$ cat config.mk
export PLATFORM = sky130hd
export DESIGN_NAME = prog_loader
export DESIGN_NICKNAME = d
export VERILOG_FILES = /design/src/rtl/prog_loader_pkg.sv /design/src/rtl/prog_loader.sv
export SDC_FILE = /design/constraint.sdc
export NUM_CORES = 1
export LEC_CHECK = 0
export ABC_AREA = 1
export BUFFER_PORTS_ARGS = -buffer_cell sky130_fd_sc_hd__buf_2
export CELL_PAD_IN_SITES_DETAIL_PLACEMENT = 1
export CELL_PAD_IN_SITES_GLOBAL_PLACEMENT = 2
export CORE_ASPECT_RATIO = 0.8
export CORE_MARGIN = 1.5
export CORE_UTILIZATION = 35
export CTS_CLUSTER_SIZE = 30
export DETAILED_ROUTE_END_ITERATION = 10
export GPL_TIMING_DRIVEN = 0
export PLACE_DENSITY = 0.85
export SYNTH_ARGS = -nofsm -noshare
export SYNTH_HDL_FRONTEND = slang
export SYNTH_SLANG_ARGS = --single-unit
$ cat constraint.sdc
create_clock -name clk_i -period 2.6 [get_ports clk_i]
set_input_delay 0.13 -clock clk_i [delete_from_list [all_inputs] [get_ports clk_i]]
set_output_delay 0.13 -clock clk_i [all_outputs]
set_load 0.1 [all_outputs]
$ cat src/rtl/prog_loader_pkg.sv
// Shared sizing and state encoding for the instruction-memory program loader.
package prog_loader_pkg;

  localparam int unsigned PlDataWidth = 16;
  localparam int unsigned PlDepth     = 15;
  localparam int unsigned PlAddrWidth = 4;
  localparam int unsigned PlLenMax    = PlDepth;

  typedef enum logic [2:0] {
    StIdle,
    StLen,
    StHi,
    StLo,
    StWrite,
    StDone,
    StErr
  } pl_state_e;

  // A length byte is usable only if it names at least one word and fits the memory.
  function automatic logic len_ok(input logic [7:0] n, input int unsigned max_len);
    return (n != 8'd0) && (32'(n) <= max_len);
  endfunction

endpackage

$ cat src/rtl/prog_loader.sv
// Byte-stream program loader: assembles 16-bit words and writes them to instruction memory,
// holding the CPU until a length-checked image has been fully written.
module prog_loader
  import prog_loader_pkg::*;
#(
  parameter int unsigned DataWidth = PlDataWidth,
  parameter int unsigned Depth     = PlLenMax,
  parameter int unsigned AddrWidth = PlAddrWidth
) (
  input  logic                 clk_i,
  input  logic                 rst_n,
  input  logic                 start_i,
  input  logic [7:0]           byte_i,
  input  logic                 byte_valid_i,
  output logic                 byte_ready_o,
  output logic                 mem_we_o,
  output logic [AddrWidth-1:0] mem_addr_o,
  output logic [DataWidth-1:0] mem_wdata_o,
  output logic                 cpu_hold_o,
  output logic                 done_o,
  output logic                 err_o
);

  pl_state_e            state_q, state_d;
  logic [7:0]           len_q, len_d;
  logic [7:0]           hi_q, hi_d;
  logic [AddrWidth-1:0] addr_q, addr_d;
  logic [DataWidth-1:0] wdata_q, wdata_d;
  logic                 done_q, done_d;
  logic                 err_q, err_d;
  logic                 hold_q, hold_d;
  logic                 xfer;
  logic                 last_word;

  // Handshake outputs decode the state register only, never byte_valid_i.
  assign byte_ready_o = (state_q == StLen) || (state_q == StHi) || (state_q == StLo);
  assign mem_we_o     = (state_q == StWrite);
  assign mem_addr_o   = addr_q;
  assign mem_wdata_o  = wdata_q;
  assign cpu_hold_o   = hold_q;
  assign done_o       = done_q;
  assign err_o        = err_q;

  assign xfer      = byte_valid_i && byte_ready_o;
  assign last_word = (32'(addr_q) == (32'(len_q) - 32'd1));

  always_comb begin
    state_d = state_q;
    len_d   = len_q;
    hi_d    = hi_q;
    addr_d  = addr_q;
    wdata_d = wdata_q;
    done_d  = done_q;
    err_d   = err_q;
    hold_d  = hold_q;

    unique case (state_q)
      StIdle: begin
        if (start_i) begin
          state_d = StLen;
          addr_d  = '0;
          done_d  = 1'b0;
          err_d   = 1'b0;
          hold_d  = 1'b1;
        end
      end
      StLen: begin
        if (xfer) begin
          if (len_ok(byte_i, Depth)) begin
            len_d   = byte_i;
            state_d = StHi;
          end else begin
            state_d = StErr;
          end
        end
      end
      StHi: begin
        if (xfer) begin
          hi_d    = byte_i;
          state_d = StLo;
        end
      end
      StLo: begin
        if (xfer) begin
          wdata_d = DataWidth'({hi_q, byte_i});
          state_d = StWrite;
        end
      end
      StWrite: begin
        // Address advances only after the strobe so addr/data stay stable while mem_we_o=1.
        if (last_word) begin
          state_d = StDone;
        end else begin
          addr_d  = addr_q + AddrWidth'(1);
          state_d = StHi;
        end
      end
      StDone, StErr: begin
        if (start_i) begin
          state_d = StLen;
          addr_d  = '0;
          done_d  = 1'b0;
          err_d   = 1'b0;
          hold_d  = 1'b1;
        end else if (state_q == StDone) begin
          done_d = 1'b1;
          hold_d = 1'b0;
        end else begin
          err_d  = 1'b1;
          hold_d = 1'b1;
        end
      end
      default: state_d = StIdle;
    endcase
  end

  always_ff @(posedge clk_i or negedge rst_n) begin
    if (!rst_n) begin
      state_q <= StIdle;
      len_q   <= '0;
      hi_q    <= '0;
      addr_q  <= '0;
      wdata_q <= '0;
      done_q  <= 1'b0;
      err_q   <= 1'b0;
      hold_q  <= 1'b1;
    end else begin
      state_q <= state_d;
      len_q   <= len_d;
      hi_q    <= hi_d;
      addr_q  <= addr_d;
      wdata_q <= wdata_d;
      done_q  <= done_d;
      err_q   <= err_d;
      hold_q  <= hold_d;
    end
  end

endmodule

---- Word-level counts from Yosys, hierarchy flattened ----
Index checks and enable logic that the tools add are counted.
operators by class
  eq/ne operators ......................... 15
  multipliers ............................. 0
  reduce and logical (&&, ||, !) cells .... 18
  magnitude comparators ................... 1
  divide/modulo/power cells ............... 0
  bitwise operators ....................... 0
  shift operators ......................... 0
  mux-type cells .......................... 21
  add/sub/neg operators ................... 2
operators by type and width
  kind                                                 number
  == test 4 x 32 -> 1 bit                              1
  two-way mux 3 bit                                    6
  case mux 3 bit (5 select lines)                      1
  AND reduction 3 bit                                  4
  inequality test 2 bit, second input constant         5
  == test 3 bit, second input constant                 3
  subtractor 8 x 1 -> 9 bit, second input constant     1
  <= comparator 8 x 4 -> 1 bit, second input constant  1
  two-way mux 1 bit                                    8
  two-way mux 4 bit                                    2
  case mux 4 bit (2 select lines)                      1
  nonzero test 8 bit                                   1
  == test 3 x 2 -> 1 bit, second input constant        2
  inequality test 3 bit, second input constant         2
  case mux 1 bit (2 select lines)                      3
  AND reduction 2 bit                                  3
  adder 4 x 1 -> 4 bit, second input constant          1
  AND reduction 4 bit                                  1
  nonzero test 2 bit                                   2
  == test 3 x 1 -> 1 bit, second input constant        1
  logical NOT 3 bit                                    1
  OR reduction 3 bit                                   1
  logical AND 1 bit                                    2
  logical OR 1 bit                                     2
  other kinds (2)                                      2
storage, ports and cells
  register bits after elaboration ......... 42
  output and inout port bits .............. 25
  bits in latches ......................... 0
  logic and storage cells ................. 65
  memories ................................ 0
  memory bits (writable) .................. 0
  input port bits ......................... 12
  memory bits (read-only) ................. 0

---- Logic depth before layout (Yosys ltp) ----
Gate-level depths: netlist of the first run.
  depth in word-level cells ............... 6
  gate-level depth with buffers ........... 14
  mapped depth without buffers ............ 14

---- Worst setup path after synthesis of the first run ----
No wires, ideal clock.
  path type ............................... register to register
  from .................................... reg state_q[0]
  to ...................................... reg addr_q[0] (netlist: mem_addr_o[0])
  setup time .............................. 0.123 ns
  clock period less this slack ............ 2.506 ns
  path slack .............................. 0.094 ns
  stages on the path, launching flop included .. 7
  arrival time ............................ 2.383 ns
  data required time ...................... 2.477 ns
  path buffers ............................ 0
  cell sequence ........................... dfrtp_1 nor3_2 nor2_1 nor2_2 nand2_2 nand2_1 nand2_1
on the way
  elaborated cells between the ends (all ways) .. 10
  those cells by class .................... 5 x eq/ne; 1 x mux; 4 x reduce/logical
RTL lines
  item                                                                          line                text
  start, declared                                                               prog_loader.sv:24   pl_state_e state_q, state_d;
  start signal, assigned                                                        prog_loader.sv:119  state_q <= StIdle;
  start signal, assigned                                                        prog_loader.sv:128  state_q <= state_d;
  == test 3 bit (*)                                                             -
  net mem_we_o                                                                  prog_loader.sv:16   output logic mem_we_o,
  inequality test 2 bit (no line) / nonzero test 2 bit (equally long branches)  -
  AND reduction 3 bit (no line)                                                 -
  end signal, assigned                                                          prog_loader.sv:131  addr_q <= addr_d;
  end, declared                                                                 prog_loader.sv:27   logic [AddrWidth-1:0] addr_q, addr_d;
Mark *: on every way through the listed nets, which the timed path passes. The rest lies on a longest branch.
A chain may end at the register's enable or synchronous reset.

---- Final worst setup path of the first run ----
  from .................................... reg state_q[2]
  to ...................................... out mem_we_o
on the way
  longest elaborated chain between the ends .. 1
ends and longest elaborated chain
  item           line               text
  == test 3 bit  prog_loader.sv:37  assign mem_we_o = (state_q == StWrite);
  end, declared  prog_loader.sv:16
Every way passes these cells.

==> flow_summary.toml, run 1 <==
[outcome]
status = "complete, but fails checks"
violations = "hold timing"

[yosys]
synth_xor_xnor_area_share_pct = 1.33
yosysTopAreaCell = "dfrtp_1"
ys.flop_type = "dfrtp_1"
yosysWarnings = 0
synth.most_common_cell = "nand2_1"
synthMuxAreaShare_pct = 5.34
synth_top_area_share_pct = 52.1
synth_top_family_by_area = "simple AND/OR/NAND/NOR gates"
yosys.area_share.simple_pct = 24.1
yosys-top-cells-count = "nand2_1 (63), dfrtp_1 (41), inv_1 (28), nor2_1 (25), o21ai_0 (15)"
async_flop_share_pct = 100
synth_cell_types = 27
synthAdderAreaFrac_pct = 1.27
ys_top_cells_by_area = "dfrtp_1 (52%), nand2_1 (12%), inv_1 (5.3%)"
synth_edf_count = 0
ys_seq_area_share_pct = 53.4
synth_seq_cells = 42
synthesis.nets = 244
syn_area_mm2 = 0.00197
synth-compound-area-share_pct = 7.37
netlist_instances = 230
syn_area_per_cell_um2 = 8.56

[global_route]
grt_max_degree = 43
grt_pass1_wl_um = 8120
grt.overflow.total = 0
first_global_vias = 1660
grt_use_total_pct = 17.3
antenna_found_initial = 0

[floorplanning]
start_util_pct = 36.2
die_x_um = 86.9
die_h_um = 70.1
io_pins = 37
coreArea_mm2 = 0.00544
num_rows = 24
die-area_mm2 = 0.00609

[routing]
wirelength_um = 4430
detail_route.drc_violations = 0
vias = 1629
routedWlPerCell_um = 12.6
detail_route.vias_per_cell = 4.63
dr.pass1.iters = 4
drt_iter0_drc = 90
ant_nets = 0

[worst_setup_path]
critPathRequiredTime_ps = 2470
path_class = "flip-flop to output pin"
arrival_ps = 1680
crit_fanout = 7
slowest_delay_ps = 500
r2r_cells = 12
critPathLaunchType = "flip-flop"
slowest_stage = "buf_2"
worstSetupEndpointType = "output pin"
path_cells = "inv_1, nor3_2, buf_2"

[cts]
holdBufCountCts = 0
post_cts.repair.setup_buffers = 0
cts_buffers = 5
cts_buffer_depth = 2
ctsResizeCount = 0
cts.sinks = 42
path_clk_slew_ps = 80
cts_tree = "done"
root_buffer = "clkbuf_8"
htree_levels = 2
insertion_delay_ps = 290

[cells_and_area]
antennaDiodeCount = 0
ff_latch_area_mm2 = 0.00105
drive_gt1_share_pct = 24.8
fill_cells = 672
syn2layout_area_growth_pct = 21.3
final_nets = 287
multi_input_area_um2 = 777

[sta]
finalClockSkew_ps = 7.31
worst_pin_slew_ps = 938
fin_setup_tns_ps = 0
relSlewSlack_pct = 37.5
period_needed_ps = 1810
worst_slack_ps = 794
fmax_mhz = 554
whs_ps = -29.8
rsz0062_at_grt = "false"
hold_viol = 41
min_period_over_period_pct = 69.4
drv_slew = 0
setup_violations = 0

[worst_hold_path]
hp-class = "input port to asynchronous set/reset pin"

[run]
drv_cap = 0

[place]
hpwl_um = 3340
io_buffers = 36
gp_congestion = 0.740
pre_cts_ws_ps = 791
==> critical path: cells and delay by family, from the launching register on <==
family                 cells  cell delay (ps)
buffers and inverters      2              610
DFF                        1              480
and+or+nand+nor            1              300
==> metal layers <==
metal | vias up | part of all wire (%) | global-route usage [%]
li1 | 812 | - | -
met1 | 794 | 52 | 25.2
met2 | 18 | 44 | 25.1
met3 | 5 | 2.3 | 4.85
met4 | 0 | 1.3 | 4.84
met5 | - | 0 | 0
==> sequential cells by signal, indices dropped and copies added (netlist names) <==
signal,cells
cpu_hold_o,1
len_q,8
mem_wdata_o,16
state_q,3
hi_q,8
err_o,1
mem_addr_o,4
done_o,1
==> stage by stage <==
stage	instances	instance area [µm²]	util (%)
3_3_place_gp	344	2250	41.3
5_1_grt	352	2390	44.0
6_report	352	2390	44.0
4_1_cts	352	2390	44.0
3_5_place_dp	344	2250	41.3
2_1_floorplan	230	1970	-
==> cells in the final DEF, fill, tap and decap left out, drive strengths merged, types with 3 or more instances in the layout <==
master	instances
nand2	65
dfrtp	41
buf	38
inv	32
nor2	28
o21ai	24
nand3	15
mux2	8
clkbuf	7
a21oi	3
==> final timing paths <==
check / startpoint / end / slack, ps
max: state_q[2] / mem_we_o / 790
min: rst_n / mem_wdata_o[6] / -30
max reg2reg: len_q[0] / mem_addr_o[2] / 800
min reg2reg: err_o / err_o / 470
max in group asynchronous: rst_n / mem_wdata_o[10] / 2040
min in group clk_i: byte_i[5] / hi_q[5] / 130
==> cell families (layout without fill, tap and decap cells) <==
logic type,count (synthesis),after routing
compound gates,28,28
xor+xnor,3,3
fa+ha+maj,2,2
buf+inv,35,79
flops,42,42
mux,8,8
simple gates,112,112
==> final cells by class <==
type                            count  area share, %
Buffer                              3          0.838
Clock buffer                        6           3.46
Clock inverter                      2           2.51
Inverter                           32           5.03
Multi-Input combinational cell    153           32.5
Sequential cell                    42           44.0
Tap cell                           78           4.08
Timing Repair Buffer               36           7.54
Power of run 1 is not shown: default switching activity piles up to over one toggle a cycle in this logic, so the estimate is an artifact.
==> run 2: changes to the inputs <==
--- a/config.mk
+++ b/config.mk
@@ -5,17 +5,17 @@
 export SDC_FILE = /design/constraint.sdc
 export NUM_CORES = 1
 export LEC_CHECK = 0
-export ABC_AREA = 1
+export ABC_AREA = 0
 export BUFFER_PORTS_ARGS = -buffer_cell sky130_fd_sc_hd__buf_2
 export CELL_PAD_IN_SITES_DETAIL_PLACEMENT = 1
 export CELL_PAD_IN_SITES_GLOBAL_PLACEMENT = 2
 export CORE_ASPECT_RATIO = 0.8
 export CORE_MARGIN = 1.5
-export CORE_UTILIZATION = 35
+export CORE_UTILIZATION = 36
 export CTS_CLUSTER_SIZE = 30
 export DETAILED_ROUTE_END_ITERATION = 10
 export GPL_TIMING_DRIVEN = 0
-export PLACE_DENSITY = 0.85
+export PLACE_DENSITY = 0.79
 export SYNTH_ARGS = -nofsm -noshare
 export SYNTH_HDL_FRONTEND = slang
 export SYNTH_SLANG_ARGS = --single-unit
==> constraint.sdc (replaced) <==
create_clock -name clk_i -period 1.7 [get_ports clk_i]
set_input_delay 0.085 -clock clk_i [delete_from_list [all_inputs] [get_ports clk_i]]
set_output_delay 0.085 -clock clk_i [all_outputs]
set_load 0.1 [all_outputs]
==> flow_summary.toml, run 2 <==
[routing]
dr.pass1.iters = 4
drt_iter0_drc = 105
ant_nets = 0
detail_route.drc_violations = 0
vias = 1503
detail_route.vias_per_cell = 5.31
routedWlPerCell_um = 17.5
wirelength_um = 4960

[sta]
worst_pin_slew_ps = 933
min_period_over_period_pct = 108
relSlewSlack_pct = 37.8
worst_slack_ps = -128
period_needed_ps = 1830
drv_slew = 0
finalClockSkew_ps = 4.04
setup_violations = 5
whs_ps = 64.3
rsz0062_at_grt = "true"
fmax_mhz = 547
hold_viol = 0

[cts]
path_clk_slew_ps = 80
cts_buffers = 5
htree_levels = 2
insertion_delay_ps = 290
root_buffer = "clkbuf_8"
cts_tree = "done"
cts.sinks = 42
cts_buffer_depth = 2

[yosys]
synth_cell_types = 41
synth.most_common_cell = "dfrtp_1"
synthesis.nets = 177
yosysTopAreaCell = "dfrtp_1"
ys_top_cells_by_area = "dfrtp_1 (52%), mux2_2 (16%), o21ai_0 (2.3%)"
ys.flop_type = "dfrtp_1"
synth_seq_cells = 42
syn_area_per_cell_um2 = 12.2
netlist_instances = 163
syn_area_mm2 = 0.00198
synth_top_area_share_pct = 51.8
yosysWarnings = 0
ys_seq_area_share_pct = 53.1
yosys-top-cells-count = "dfrtp_1 (41), mux2_2 (28), nand2_1 (9), o21ai_0 (9), nand3_1 (7)"
async_flop_share_pct = 100
synth_edf_count = 0

[worst_hold_path]
min_to = "hi_q[5]"
hold_depth = 2
min_from = "byte_i[5]"
hp-class = "input port to flip-flop"

[worst_setup_path]
worstSetupEndpointType = "flip-flop"
critPathRequiredTime_ps = 1900
critPathLaunchType = "flip-flop"
crit_fanout = 6
path_class = "flip-flop to flip-flop"
arrival_ps = 2030
reg2reg_to = "mem_addr_o[3]"
r2r_slack_ps = -130
r2r-start = "len_q[1]"
r2r_cells = 7
crit_path_start = "len_q[1]"

[cells_and_area]
drive_gt1_share_pct = 52.5
ff_latch_area_mm2 = 0.00106
final_cell_mix = "dfrtp_1 (36), buf_2 (34), mux2_2 (28)"
final_nets = 234
layout_commonest_cell = "dfrtp_1"
antennaDiodeCount = 0
fill_cells = 550
stdcell_area_mm2 = 0.00260
utilization_pct = 50.5
multi_input_area_mm2 = 0.00101
syn2layout_area_growth_pct = 31.4
largest_reg_flops = 16

[floorplanning]
coreArea_mm2 = 0.00515
start_util_pct = 38.5
num_rows = 23
die_h_um = 69.4
io_pins = 37
die-area_mm2 = 0.00596
die_x_um = 86.0

[run]
drv_cap = 0

[global_route]
grt_max_degree = 43
grt.overflow.total = 0
antenna_found_initial = 0
first_global_vias = 1653
grt_pass1_wl_um = 8370
grt_use_total_pct = 18.0

[place]
dpl_cell_area_mm2 = 0.00225
hpwl_um = 3410
io_buffers = 36
gp_congestion = 0.837

[outcome]
violations = "setup timing"
status = "complete, but fails checks"
## run 2: cell types whose count changed in the layout (fill, tap and decap cells not counted), moves of 5 or more
| cell | delta |
|---|---|
| mux2_2 | +24 |
| nand2_1 | -54 |
| o21ai_1 | -6 |
| dfrtp_2 | +5 |
| buf_4 | +17 |
| nand2b_1 | +5 |
| nand3_1 | -8 |
| nor2_1 | -20 |
| o21ai_0 | -9 |
| inv_1 | -25 |
| dfrtp_1 | -5 |
## run 2: how the worst max path moves through the flow
| stage | endpoint | slack (ps) | cells after the start |
|---|---|---|---|
| after floorplan | mem_addr_o[0] | -520 | 5 |
| after global placement | mem_addr_o[3] | -250 | 7 |
| after detailed placement | mem_addr_o[3] | -310 | 7 |
| after CTS | mem_addr_o[3] | -110 | 7 |
| after global routing | mem_addr_o[3] | -220 | 7 |
| final | mem_addr_o[3] | -130 | 7 |
## run 2: layout make-up
class	instances	area share [%]
sequential	42	40.7
multi-input combinational	112	39.0
timing repair buffer	50	11.2
tap	62	2.98
clock buffer	6	2.79
clock inverter	2	1.44
buffer	4	1.20
inverter	5	0.721
## run 2: repair_timing
item,4_1_cts,5_1_grt
gates cloned,0,0
pin swaps,9,4
setup endpoints to repair,35,30
hold endpoints to repair,41,0
hold buffers,1,0
gates resized for setup,21,13
setup buffers,10,3
## run 2: through the flow
step	worst slack, ps	TNS [ps]	instances
final	-128	-443	283
after global routing	-220	-1410	283
after CTS	-108	-270	280
after detailed placement	-312	-5510	261
after global placement	-249	-4140	261
after floorplan	-521	-3020	163
## run 2: worst max-delay path: stages (launching register included)
cell,delay (ps)
dfrtp_1,410
inv_2,90
ha_4,200
xor2_1,130
and4_1,220
o2111a_4,160
or3_4,360
o31ai_2,170
## run 2: routing by layer
| metal | vias up | share of wire [%] | global-route usage [%] |
|---|---|---|---|
| met1 | 770 | 47 | 23.3 |
| met3 | 2 | 2.7 | 4.05 |
| met2 | 21 | 50 | 30.7 |
| met4 | 0 | 0.34 | 3.76 |
| met5 | - | 0 | 0 |
| li1 | 710 | - | - |
## run 2: cells by family (layout without fill, tap and decap cells)
logic type | count (synthesis) | count (layout) | share of synthesized area (%)
buffers and inverters | 9 | 67 | 2.02
AO/OA/AOI/OAI | 27 | 27 | 10.3
adder cells (fa/ha/maj) | 3 | 3 | 1.77
multiplexers | 28 | 28 | 15.9
flip-flops | 42 | 42 | 53.1
AND/OR/NAND/NOR | 51 | 51 | 14.8
XOR/XNOR | 3 | 3 | 2.15
Power of run 2 is left out for the same reason.
==> run 3: changes to the inputs <==
--- a/config.mk
+++ b/config.mk
@@ -6,14 +6,14 @@
 export NUM_CORES = 1
 export LEC_CHECK = 0
 export ABC_AREA = 0
-export BUFFER_PORTS_ARGS = -buffer_cell sky130_fd_sc_hd__buf_2
 export CELL_PAD_IN_SITES_DETAIL_PLACEMENT = 1
 export CELL_PAD_IN_SITES_GLOBAL_PLACEMENT = 2
 export CORE_ASPECT_RATIO = 0.8
-export CORE_MARGIN = 1.5
-export CORE_UTILIZATION = 36
+export CORE_UTILIZATION = 41
+export CTS_BUF_LIST = sky130_fd_sc_hd__clkbuf_16
 export CTS_CLUSTER_SIZE = 30
 export DETAILED_ROUTE_END_ITERATION = 10
+export DONT_BUFFER_PORTS = 1
 export GPL_TIMING_DRIVEN = 0
 export PLACE_DENSITY = 0.79
 export SYNTH_ARGS = -nofsm -noshare
==> flow_summary.toml, run 3 (synthesis gave the netlist of run 2 again) <==
[sta]
fin_setup_tns_ps = -4530
period_needed_ps = 2380
worst_slack_ps = -683
hold_viol = 0
finalClockSkew_ps = 4.10
worst_pin_slew_ps = 1180
min_period_over_period_pct = 140
fmax_mhz = 420
rsz0062_at_grt = "true"
relSlewSlack_pct = 21.5
drv_slew = 0
setup_violations = 8

[cells_and_area]
ff_latch_area_mm2 = 0.00106
syn2layout_area_growth_pct = 25.6
fill_cells = 484
drive_gt1_share_pct = 34.9
multi_input_area_um2 = 947
layoutNonFillerInstCount = 249
largest_reg_flops = 16
layout_commonest_cell = "dfrtp_1"
final_nets = 202
antennaDiodeCount = 0
final_cell_mix = "dfrtp_1 (36), mux2_2 (28), dlygate4sd3_1 (10)"

[floorplanning]
start_util_pct = 42.9
die_x_um = 79.7
coreArea_mm2 = 0.00462
io_pins = 37
die-area_mm2 = 0.00512
num_rows = 22
die_h_um = 64.2

[global_route]
grt_pass1_wl_um = 8350
grt_max_degree = 43
antenna_found_initial = 0
grt.overflow.total = 0
first_global_vias = 1633
grt_use_total_pct = 22.3

[cts]
path_clk_slew_ps = 60
cts.sinks = 42
root_buffer = "clkbuf_16"
cts_buffer_depth = 2
insertion_delay_ps = 280
cts_tree = "done"
htree_levels = 2
cts_buffers = 5

[worst_setup_path]
critPathRequiredTime_ps = 1850
path_buf_inv = 0
path_class = "flip-flop to flip-flop"
crit_fanout = 7
critPathLaunchType = "flip-flop"
crit_family = "simple AND/OR/NAND/NOR gates"
crit_path_start = "state_q[1]"
r2r-start = "state_q[1]"
worstSetupEndpointType = "flip-flop"
path_cells = "nor3b_4, and4_1, o2111a_4, or3_4, o31ai_2"
arrival_ps = 2530
slowest_stage = "nor3b_4"
slowest_delay_ps = 960

[routing]
routedWlPerCell_um = 20.5
dr.pass1.iters = 4
ant_nets = 0
vias = 1430
wirelength_um = 5100
drt_iter0_drc = 71
detail_route.vias_per_cell = 5.74
detail_route.drc_violations = 0

[place]
dpl.cell_count = 223
hpwl_um = 3260
io_buffers = 0
gp_congestion = 0.725
pre_cts_ws_ps = -738

[outcome]
status = "complete, but fails checks"
violations = "setup timing"

[worst_hold_path]
min_from = "byte_valid_i"
hp-class = "input port to flip-flop"

[run]
drv_cap = 0
-- run 3: worst paths after layout --
kind / end / slack [ps] / depth (start not counted)
hold reg to reg: len_q[6] / 490 / 1
setup / recovery: mem_addr_o[3] / -680 / 5
hold / removal: state_q[0] / 70 / 3
setup reg to reg: mem_addr_o[3] / -680 / 5
min in group asynchronous: state_q[0] / 270 / 2
max in group asynchronous: cpu_hold_o / 1180 / 2
-- run 3: area by class of cell --
cell class | count | area share (%)
clock buffer | 5 | 5.03
sequential | 42 | 42.5
timing repair buffer | 18 | 7.44
buffer | 4 | 1.51
tap | 60 | 3.02
inverter | 5 | 0.754
multi-input combinational | 112 | 38.1
clock inverter | 3 | 1.66
-- run 3: layer usage --
metal,GRT usage [%],routed length (µm),part of all wire [%],vias up
met4,11.8,159,3.1,0
met5,0,0,0,-
met1,25.3,2030,40,728
met3,7.86,329,6.5,16
met2,36.8,2580,51,45
li1,-,-,-,641
-- run 3: worst register-to-register path, stage by stage (launching register included) --
cell      delay (ps)
dfrtp_2          420
nor3b_4          960
and4_1           400
o2111a_4         260
or3_4            160
o31ai_2           60
-- run 3: stage by stage --
stage	hold WS, ps	area, µm²	util [%]
6_report	69.8	2490	53.8
5_1_grt	72.2	2490	53.8
4_1_cts	40.9	2460	53.2
3_5_place_dp	-210	2070	44.8
3_3_place_gp	-210	2070	44.8
2_1_floorplan	-211	2000	-
-- run 3: repair_timing --
item,4_1_cts,5_1_grt
endpoints found under the hold margin,63,0
setup buffers,4,3
pin swaps,6,2
resized for setup,17,1
hold buffers,11,0
endpoints found under the setup margin,36,30
Power of run 3 is left out for the same reason.
